**config.mk**
```make
export PLATFORM = sky130hd
export DESIGN_NAME = ahb_lite_interconnect
export DESIGN_NICKNAME = d
export VERILOG_FILES = /design/src/rtl/ahb_lite_interconnect.sv
export SDC_FILE = /design/constraint.sdc
export NUM_CORES = 1
export LEC_CHECK = 0
export ABC_CLOCK_PERIOD_IN_PS = 2400
export BUFFER_PORTS_ARGS = -buffer_cell sky130_fd_sc_hd__buf_2
export CORE_UTILIZATION = 37
export CTS_BUF_LIST = sky130_fd_sc_hd__clkbuf_2
export DETAILED_ROUTE_END_ITERATION = 10
export PLACE_DENSITY = 0.92
export SETUP_SLACK_MARGIN = 0.4
export SLEW_MARGIN = 10
export SYNTH_ARGS = -nofsm -noshare
export SYNTH_HDL_FRONTEND = slang
export SYNTH_SLANG_ARGS = --single-unit
```
**constraint.sdc**
```tcl
create_clock -name HCLK -period 2.4 [get_ports HCLK]
set_input_delay 0.24 -clock HCLK [delete_from_list [all_inputs] [get_ports HCLK]]
set_output_delay 0.24 -clock HCLK [all_outputs]
set_load 0.03 [all_outputs]
```
**src/rtl/ahb_lite_interconnect.sv**
```systemverilog
// Single-master AHB-Lite interconnect: parameterised address decode, data-phase
// response mux, and a built-in default slave that answers unmapped transfers with ERROR.
module ahb_lite_interconnect #(
    parameter int                                DATA_WIDTH    = 32,
    parameter int                                ADDR_WIDTH    = 32,
    parameter int                                NUM_SLAVES    = 2,
    parameter logic [NUM_SLAVES*ADDR_WIDTH-1:0]  SLAVE_BASE    = {32'h4000_0000, 32'h0000_0000},
    parameter logic [NUM_SLAVES*ADDR_WIDTH-1:0]  SLAVE_MASK    = {32'hFFFF_FF00, 32'hFFFF_0000},
    parameter int                                ERR_CNT_WIDTH = 16
) (
    input  logic                             HCLK,
    input  logic                             HRESET,
    input  logic [ADDR_WIDTH-1:0]            HADDR,
    input  logic [1:0]                       HTRANS,
    output logic [NUM_SLAVES-1:0]            HSEL,
    input  logic [NUM_SLAVES-1:0]            HREADYOUT_S,
    input  logic [NUM_SLAVES-1:0]            HRESP_S,
    input  logic [NUM_SLAVES*DATA_WIDTH-1:0] HRDATA_S,
    output logic                             HREADY,
    output logic                             HRESP,
    output logic [DATA_WIDTH-1:0]            HRDATA,
    output logic [ERR_CNT_WIDTH-1:0]         ERR_CNT
);

    localparam int            SW      = $clog2(NUM_SLAVES + 1);
    localparam logic [SW-1:0] DEF_IDX = SW'(NUM_SLAVES);

    typedef enum logic [1:0] {
        ST_IDLE = 2'd0,
        ST_ERR1 = 2'd1,
        ST_ERR2 = 2'd2
    } ds_state_e;

    ds_state_e                ds_q;
    logic [SW-1:0]            dsel_q;
    logic [SW-1:0]            dsel_d;
    logic [ERR_CNT_WIDTH-1:0] err_cnt_q;
    logic [ERR_CNT_WIDTH-1:0] err_cnt_d;
    logic [SW-1:0]            dec_idx_s;
    logic [NUM_SLAVES-1:0]    hsel_s;
    logic                     hit_s;
    logic                     hready_s;
    logic                     hresp_s;
    logic [DATA_WIDTH-1:0]    hrdata_s;
    logic                     err_start_s;
    logic                     unused_htrans_s;

    assign unused_htrans_s = HTRANS[0];

    // Address decode; scanning downwards lets the lowest matching index win.
    always_comb begin
        dec_idx_s = DEF_IDX;
        hsel_s    = '0;
        hit_s     = 1'b0;
        for (int i = NUM_SLAVES - 1; i >= 0; i--) begin
            if ((HADDR & SLAVE_MASK[i*ADDR_WIDTH +: ADDR_WIDTH]) ==
                SLAVE_BASE[i*ADDR_WIDTH +: ADDR_WIDTH]) begin
                dec_idx_s = SW'(i);
                hsel_s    = '0;
                hsel_s[i] = 1'b1;
                hit_s     = 1'b1;
            end else begin
                hit_s     = hit_s;
            end
        end
    end

    // Response mux: default-slave values unless the data phase belongs to a real slave.
    always_comb begin
        hready_s = (ds_q != ST_ERR1);
        hresp_s  = (ds_q != ST_IDLE);
        hrdata_s = '0;
        for (int i = 0; i < NUM_SLAVES; i++) begin
            if (dsel_q == SW'(i)) begin
                hready_s = HREADYOUT_S[i];
                hresp_s  = HRESP_S[i];
                hrdata_s = HRDATA_S[i*DATA_WIDTH +: DATA_WIDTH];
            end else begin
                hrdata_s = hrdata_s;
            end
        end
    end

    assign err_start_s = hready_s & ~hit_s & HTRANS[1];

    // Next data-phase owner and saturating error count.
    always_comb begin
        if (hready_s) begin
            dsel_d = dec_idx_s;
        end else begin
            dsel_d = dsel_q;
        end
        if (err_start_s && (err_cnt_q != {ERR_CNT_WIDTH{1'b1}})) begin
            err_cnt_d = err_cnt_q + ERR_CNT_WIDTH'(1);
        end else begin
            err_cnt_d = err_cnt_q;
        end
    end

    // Default-slave FSM plus data-phase owner and error counter registers.
    always_ff @(posedge HCLK) begin
        if (HRESET) begin
            ds_q      <= ST_IDLE;
            dsel_q    <= DEF_IDX;
            err_cnt_q <= '0;
        end else begin
            dsel_q    <= dsel_d;
            err_cnt_q <= err_cnt_d;
            case (ds_q)
                ST_IDLE: ds_q <= err_start_s ? ST_ERR1 : ST_IDLE;
                ST_ERR1: ds_q <= ST_ERR2;
                ST_ERR2: ds_q <= err_start_s ? ST_ERR1 : ST_IDLE;
                default: ds_q <= ST_IDLE;
            endcase
        end
    end

    assign HSEL    = hsel_s;
    assign HREADY  = hready_s;
    assign HRESP   = hresp_s;
    assign HRDATA  = hrdata_s;
    assign ERR_CNT = err_cnt_q;

endmodule

```
**After elaboration in Yosys (flattened, before gate mapping)**

Index checks and enable logic that the tools add are counted.

- Logic and storage cells: 33
- Output and inout bits: 52
- Bits in latches: 0
- RAM bits: 0
- Register bits: 20
- Input port bits: 104
- Memory bits (read-only): 0
- Memories kept: 0

- Equality and inequality tests: 6
- Muxes and demuxes: 14
- Bitwise gates (word level): 3
- Shift-type cells: 0
- Order comparisons: 0
- Divide/modulo/power cells: 0
- $add $sub $neg: 1
- $mul: 0
- Reductions and logical operators: 6

Operator list:

| operator | number |
|---|---|
| two-way mux 32 bit | 2 |
| logical NOT 32 bit | 1 |
| equality test 24 x 23 -> 1 bit (second input constant) | 1 |
| adder 16 x 1 -> 16 bit (second input constant) | 1 |
| != test 16 bit (second input constant) | 1 |
| two-way mux 2 bit | 4 |
| two-way mux 1 bit | 7 |
| equality test 2 x 1 -> 1 bit (second input constant) | 2 |
| logical NOT 2 bit | 2 |
| case mux 2 bit (2 select lines) | 1 |
| AND 1 bit | 2 |
| equality test 2 bit (second input constant) | 1 |
| != test 2 x 1 -> 1 bit (second input constant) | 1 |
| nonzero test 2 bit | 1 |
| OR reduction 2 bit | 1 |
| logical AND 1 bit | 1 |
| NOT 1 bit | 1 |

**Depth between registers and ports, before layout**

Gate-level depths: netlist (run 1).

- Depth in word-level cells: 8
- Mapped depth: 9
- Gate-level depth less buffers: 6

**Worst setup path after synthesis (run 1)**

OpenSTA, ideal clock, no wires.

- Path kind: register to register
- Start point: reg err_cnt_q[0] (netlist: ERR_CNT[0])
- End point: reg err_cnt_q[5] (netlist: ERR_CNT[5])
- Setup slack: 0.304 ns
- Path buffers: 2
- Data required time: 2.279 ns
- Period minus slack after synthesis: 2.096 ns
- Stages on the path, launching flop included: 9
- Arrival: 1.975 ns
- Setup time: 0.121 ns
- Path through: dfxtp_1 > ha_1 > nand3_1 > nor4_2 > and3_1 > buf_2 > buf_4 > nor4b_1 > mux2_2

- Word-level cells in the longest chain between the ends: 2
- Elaborated cells between the ends (all ways): 3
- Classes of those cells: add/sub: 1; eq/ne: 1; reduce/logical: 1

Ends and longest elaborated chain:

| what | line | source |
|---|---|---|
| start: declaration | 37 | `logic [ERR_CNT_WIDTH-1:0] err_cnt_q;` |
| start signal: assignment | 108 | `err_cnt_q <= err_cnt_d;` |
| branches (longest 2 deep; another with adder 16 x 1 -> 16 bit) | -- |  |

Several ways; the timed one is not identified.
A chain may end at the register's enable or synchronous reset.

**Final worst setup path (run 1)**

- Start point: reg err_cnt_q[0] (netlist: ERR_CNT[0])
- End point: reg err_cnt_q[8] (netlist: ERR_CNT[8])

The elaborated chain is that of the path after synthesis.

==> results of run 1 <==
## cell usage in the layout, fill, tap and decap left out, types with 5 or more instances in the layout
master	count
buf_4	5
dfxtp_1	15
nand4_1	5
dfxtp_2	5
mux2i_1	32
o31ai_1	10
or4_1	10
nand3_1	5
nand2_1	5
nor4_1	5
nor2_1	40
buf_2	146
a21oi_1	15
## power groups by stage
| stage | combinational [mW] | clock (mW) | sequential (mW) |
|---|---|---|---|
| floorplan | 0.122 | 0 | 0.357 |
| detailed placement | 0.240 | 0 | 0.354 |
| CTS | 0.241 | 0.138 | 0.346 |
| finish | 0.240 | 0.136 | 0.347 |
| global route | 0.263 | 0.158 | 0.349 |
| global placement | 0.233 | 0 | 0.352 |
## synthesized netlist by cell type (2+ instances only)
| cell type | instances |
|---|---|
| nand3_1 | 6 |
| dfxtp_1 | 20 |
| nor4_1 | 5 |
| buf_2 | 2 |
| mux2_2 | 2 |
| nor2_1 | 40 |
| nand4_1 | 5 |
| nand3b_1 | 3 |
| or4_1 | 10 |
| nor2b_1 | 3 |
| buf_4 | 4 |
| nor3_1 | 4 |
| a21oi_1 | 15 |
| mux2i_1 | 32 |
| nand2_1 | 5 |
| o21ai_0 | 4 |
| clkbuf_1 | 6 |
| and3_1 | 2 |
| and4_1 | 2 |
| nor3b_1 | 3 |
| a211oi_1 | 2 |
| inv_1 | 2 |
| buf_1 | 3 |
| o31ai_1 | 10 |
## area by class of cell
class	instances	area, um2
Inverter	2	7.51
Fill cell	360	1670
Sequential cell	20	407
Multi-Input combinational cell	164	1120
Tap cell	50	62.6
Clock buffer	3	15.0
Timing Repair Buffer	152	779
## sequential cells by signal, indices dropped and copies added, names as in the netlist
name	count
ds_q	2
dsel_q	2
ERR_CNT	16
## final timing paths
path | from | to | cells past startpoint
max | ERR_CNT[0] | ERR_CNT[8] | 7
min | HRESET | ERR_CNT[0] | 2
max reg2reg | ERR_CNT[0] | ERR_CNT[8] | 7
min reg2reg | ds_q[1] | ds_q[1] | 1
## routing by layer
metal	up-vias	GRT usage, %
met1	935	27.0
met2	88	36.0
li1	1036	-
met5	-	0
met3	2	4.73
met4	0	3.46
## timing repair
item | CTS | global route
gates resized for setup | 0 | 5
endpoints found under the setup margin | 0 | 30
endpoints found under the hold margin | 0 | 0
## stage by stage
stage | hold WS (ns) | setup slack, ns
global placement | 0.430 | 0.487
finish | 0.316 | 0.482
global route | 0.298 | 0.371
detailed placement | 0.442 | 0.404
CTS | 0.307 | 0.443
floorplan | 0.413 | 0.442
## worst max-delay path, cell delays in order (launching register included)
cell and delay [ns]:
dfxtp_2 0.39, ha_1 0.23, nand3_2 0.14, nor4_4 0.06, and3_1 0.20, buf_4 0.17, or4_1 0.47, a21oi_1 0.18
## cells by family (layout without fill, tap and decap cells)
family | count (synthesis) | in the layout | synth area share, %
buffers and inverters | 18 | 157 | 5.82
flip-flops | 20 | 20 | 25.2
AO/OA/AOI/OAI | 36 | 36 | 15.5
AND/OR/NAND/NOR | 92 | 92 | 30.4
adder cells (fa/ha/maj) | 1 | 1 | 0.787
multiplexers | 35 | 35 | 22.3
==> metrics.md, run 1 <==
| Metric | Value |
|---|---|
| Share of the synthesized area in the top cell type | `25.2%` |
| Total Negative Setup Slacks | `0 ns` |
| Starting Density | `39.2%` |
| Max Buffers Root-to-Sink | `2` |
| Skew-Pair Late Insertion Delay | `0.32 ns` |
| Synth unique cells | `36` |
| # DRC | `0` |
| Setup Buffers After CTS | `0` |
| RSZ-0062 raised after global routing | `false` |
| Post-DP HPWL | `4300 um` |
| Non-Filler Instances | `391` |
| Startpoint Class | `flop` |
| Met2 wire len | `2630 um` |
| Top FF cell, synth | `dfxtp_1` |
| Hold Vio Cnt, Final | `0` |
| CP Capture Type | `flop` |
| Std-Cell Rows | `23` |
| Nets@finish | `448` |
| I/O Buffers | `146` |
| Number of routed nets with antenna violations | `0` |
| Outcome | `completed` |
| P_sw | `246 uW` |
| Critical path peak fanout | `11` |
| Warnings from Yosys | `0` |
| Ys async rst share | `0%` |
| Fraction of layout cells with a size suffix above 1 | `49.3%` |
| # clock sinks | `20` |
| Largest net degree at the start of global routing | `36` |
| Number of synthesized flops with an enable pin | `0` |
| CTS Hold Bufs | `0` |
| Reg-to-reg slack, setup | `0.48 ns` |
| CTS clk-pin slew, worst paths | `0.19 ns` |
| H-tree Lvls | `1` |
| Synthesized area | `0.00159 mm2` |
| Core area | `0.00406 mm2` |
| Clock network fraction of total power | `18.9%` |
| Number of global-route vias before repair | `1679` |
| Slew Limit Headroom | `71.5%` |
| Hold Crit Class | `primary input to flop` |
| IO Pins | `156` |
| Diodes inserted | `0` |
| Vias per cell | `5.27` |
| Final setup vio count | `0` |
| Routed WL | `5390 um` |
| Final Util | `58.9%` |
| Placed cell area | `0.00235 mm2` |
| Root buf cell | `clkbuf_2` |
| Die W | `67.6 um` |
| FMAX | `0.521 GHz` |
| DR pass1 iterations | `4` |
| Die area | `0.00456 mm2` |
| Tmin final | `1.92 ns` |
| Logic pwr share | `33.2%` |
| GRT Total Usage | `21.1%` |
| CP arrival | `2.16 ns` |
| Syn Nets | `307` |
| Internal Power | `477 uW` |
| DR top layer | `met4` |
| Layout area overhead | `50.2%` |
| Setup CP Type | `flop to flop` |
| Placed instance count | `388` |
| Post-synthesis sequential area ratio | `25.2%` |
| Worst Tran Pin Value | `0.425 ns` |
| RePlAce Congestion | `0.808` |
| Crit share post-route | `79.9%` |
| Met1 wire length | `2280 um` |
| Initial DRC Count | `60` |
| Flop pwr share | `47.9%` |
| Pwr/cell area | `303 mW/mm2` |
| Die H | `67.6 um` |
| Final Max Slew Viols | `0` |
| Met3 WL | `443 um` |
| Synthesis-stage register bit count | `20` |
| Remaining global-route overflow | `0` |
| Area leader, netlist | `dfxtp_1` |
| CTS buffer count | `3` |
| Mean area per synthesized cell | `7.87 um2` |
| Clock Skew | `0.0161 ns` |
| Global-route wire length before repair | `7400 um` |
| Max Cap Viol | `0` |
| Static Leakage | `1.12 nW` |
| Synth area leaders | `dfxtp_1, mux2i_1, nor2_1` |
| Sw Ratio | `34.0%` |
| CTS tree | `built` |
| Final Cell Area | `0.00239 mm2` |
| CP required | `2.64 ns` |
| Mean routed wirelength per cell | `13.8 um` |
| Cell count after synthesis | `202` |
| Initial antenna violation count | `0` |
| Total vias in the final route | `2061` |
| Total power | `723 uW` |
| Peak VDD IR | `0.000288 V` |
No activity file was read; power rests on OpenSTA's default activity.
==> run 2, diff against run 1 <==
- ABC_CLOCK_PERIOD_IN_PS: 2400 -> 1600
- CORE_UTILIZATION: 37 -> 34
- PLACE_DENSITY: 0.92 -> 0.89
- clock period: 2.4 -> 1.6 ns (I/O delays scaled with it)
==> metrics.md, run 2 (synthesis results as in run 1) <==
| Metric | Value |
|---|---|
| Outcome | `finished with violations` |
| Failing checks | `setup timing` |
| IO Pins | `156` |
| Core area | `0.00441 mm2` |
| Worst Tran Pin Value | `0.514 ns` |
| Die area | `0.00495 mm2` |
| Slew Limit Headroom | `65.7%` |
| CTS buffer count | `3` |
| Std-Cell Rows | `24` |
| GRT Total Usage | `26.3%` |
| Fillers | `304` |
| Initial DRC Count | `81` |
| Nets@finish | `498` |
| I/O Buffers | `146` |
| RSZ-0062 raised after global routing | `true` |
| FMAX | `0.570 GHz` |
| Skew-Pair Late Insertion Delay | `0.34 ns` |
| Placed cell area | `0.00279 mm2` |
| CTS tree | `built` |
| Die H | `70.4 um` |
| Hold Crit Class | `primary input to flop` |
| Max Buffers Root-to-Sink | `2` |
| Critical path peak fanout | `4` |
| Static Leakage | `1.47 nW` |
| RePlAce Congestion | `0.849` |
| CP required | `1.87 ns` |
| Number of flip-flops in the largest register | `16` |
| Most common cell after layout, fill and taps aside | `buf_2` |
| Total power | `1.28 mW` |
| Mean routed wirelength per cell | `18.0 um` |
| Crit share post-route | `110%` |
| Total Negative Setup Slacks | `-3.12 ns` |
| Remaining global-route overflow | `0` |
| Setup CP Type | `flop to flop` |
| Tmin final | `1.75 ns` |
| Number of global-route vias before repair | `2217` |
| Clock Skew | `0.0239 ns` |
| Root buf cell | `clkbuf_2` |
| Most frequent cells in the layout | `buf_2, buf_4, nor2_2` |
| Startpoint Class | `flop` |
| Routed WL | `8000 um` |
| Hold Vio Cnt, Final | `0` |
| # DRC | `0` |
| PnR worst setup slack | `-0.154 ns` |
| Peak VDD IR | `0.000455 V` |
| Final Max Slew Viols | `0` |
| Largest net degree at the start of global routing | `35` |
| Final setup vio count | `32` |
| Final Cell Area | `0.00341 mm2` |
| H-tree Lvls | `1` |
| Vias per cell | `5.43` |
| Number of routed nets with antenna violations | `0` |
| # clock sinks | `20` |
| CTS clk-pin slew, worst paths | `0.21 ns` |
| Cells along the critical path | `mux2_4, o21a_4, o211ai_2, buf_4, nor4b_4, mux2_2` |
| Layout area overhead | `114%` |
| Diodes inserted | `0` |
| Total vias in the final route | `2413` |
| Hold depth | `4` |
| Initial antenna violation count | `0` |
| Fraction of layout cells with a size suffix above 1 | `79.1%` |
| Global-route wire length before repair | `10400 um` |
| CTS Hold Bufs | `0` |
| Die W | `70.4 um` |
| Starting Density | `36.0%` |
| DR pass1 iterations | `4` |
| Crit-path max cell delay | `0.40 ns` |
| CP Capture Type | `flop` |
| Worst r2r path cells | `6` |
| CP arrival | `2.02 ns` |
| Pwr/cell area | `376 mW/mm2` |
| Max Cap Viol | `0` |
| Worst path slowest cell | `dfxtp_4` |
| Post-DP HPWL | `5200 um` |
[run 2: timing repair]
action | in CTS | in global routing
buffers inserted | 8 | 4
pin swaps | 10 | 11
endpoints found under the setup margin | 57 | 69
gates cloned | 1 | 2
resized for setup | 40 | 81
[run 2: area by class of cell]
cell class,count,area (um2),share of cell area [%]
Tap cell,52,65.1,1.91
Clock inverter,1,3.75,0.110
Multi-Input combinational cell,165,1500,44.2
Timing Repair Buffer,201,1370,40.1
Clock buffer,3,15.0,0.441
Inverter,2,7.51,0.220
Sequential cell,20,445,13.1
[run 2: path summary, 6_finish.rpt]
check | startpoint | end | slack, ns
setup / recovery | dsel_q[0] | ERR_CNT[5] | -0.15
hold / removal | HREADYOUT_S[1] | dsel_q[0] | 0.20
setup reg to reg | dsel_q[0] | ERR_CNT[5] | -0.15
hold reg to reg | ds_q[1] | ds_q[1] | 0.52
[run 2: stage by stage]
stage               hold WS [ns]  util [%]  cells  setup WS, ns
finish                     0.196      77.2    444        -0.154
global route               0.185      77.2    444        -0.204
CTS                        0.197      69.5    438        -0.132
detailed placement         0.477      63.1    425        -0.167
global placement           0.471      63.1    425        -0.118
floorplan                  0.382         -    202        -0.213
[run 2: critical path, delay by kind of cell, from the launching register on]
kind	cells	cell delay (ns)
flip-flops	1	0.40
buffers and inverters	1	0.20
multiplexers	2	0.55
AO/OA/AOI/OAI	2	0.31
AND/OR/NAND/NOR	1	0.24
[run 2: power by group]
part / internal [mW] / switching, mW
clock network: 0.0543 / 0.165
registers: 0.494 / 0.00962
logic: 0.261 / 0.296
total: 0.810 / 0.470
[run 2: routing by layer]
layer / global-route usage, % / vias to the layer above / wire length (um) / part of all wire (%)
met5: 0 / - / 0 / 0
met4: 6.44 / 0 / 161 / 2.0
met3: 3.17 / 17 / 531 / 6.6
met2: 48.7 / 126 / 4240 / 53
met1: 31.7 / 1133 / 3070 / 38
li1: - / 1137 / - / -
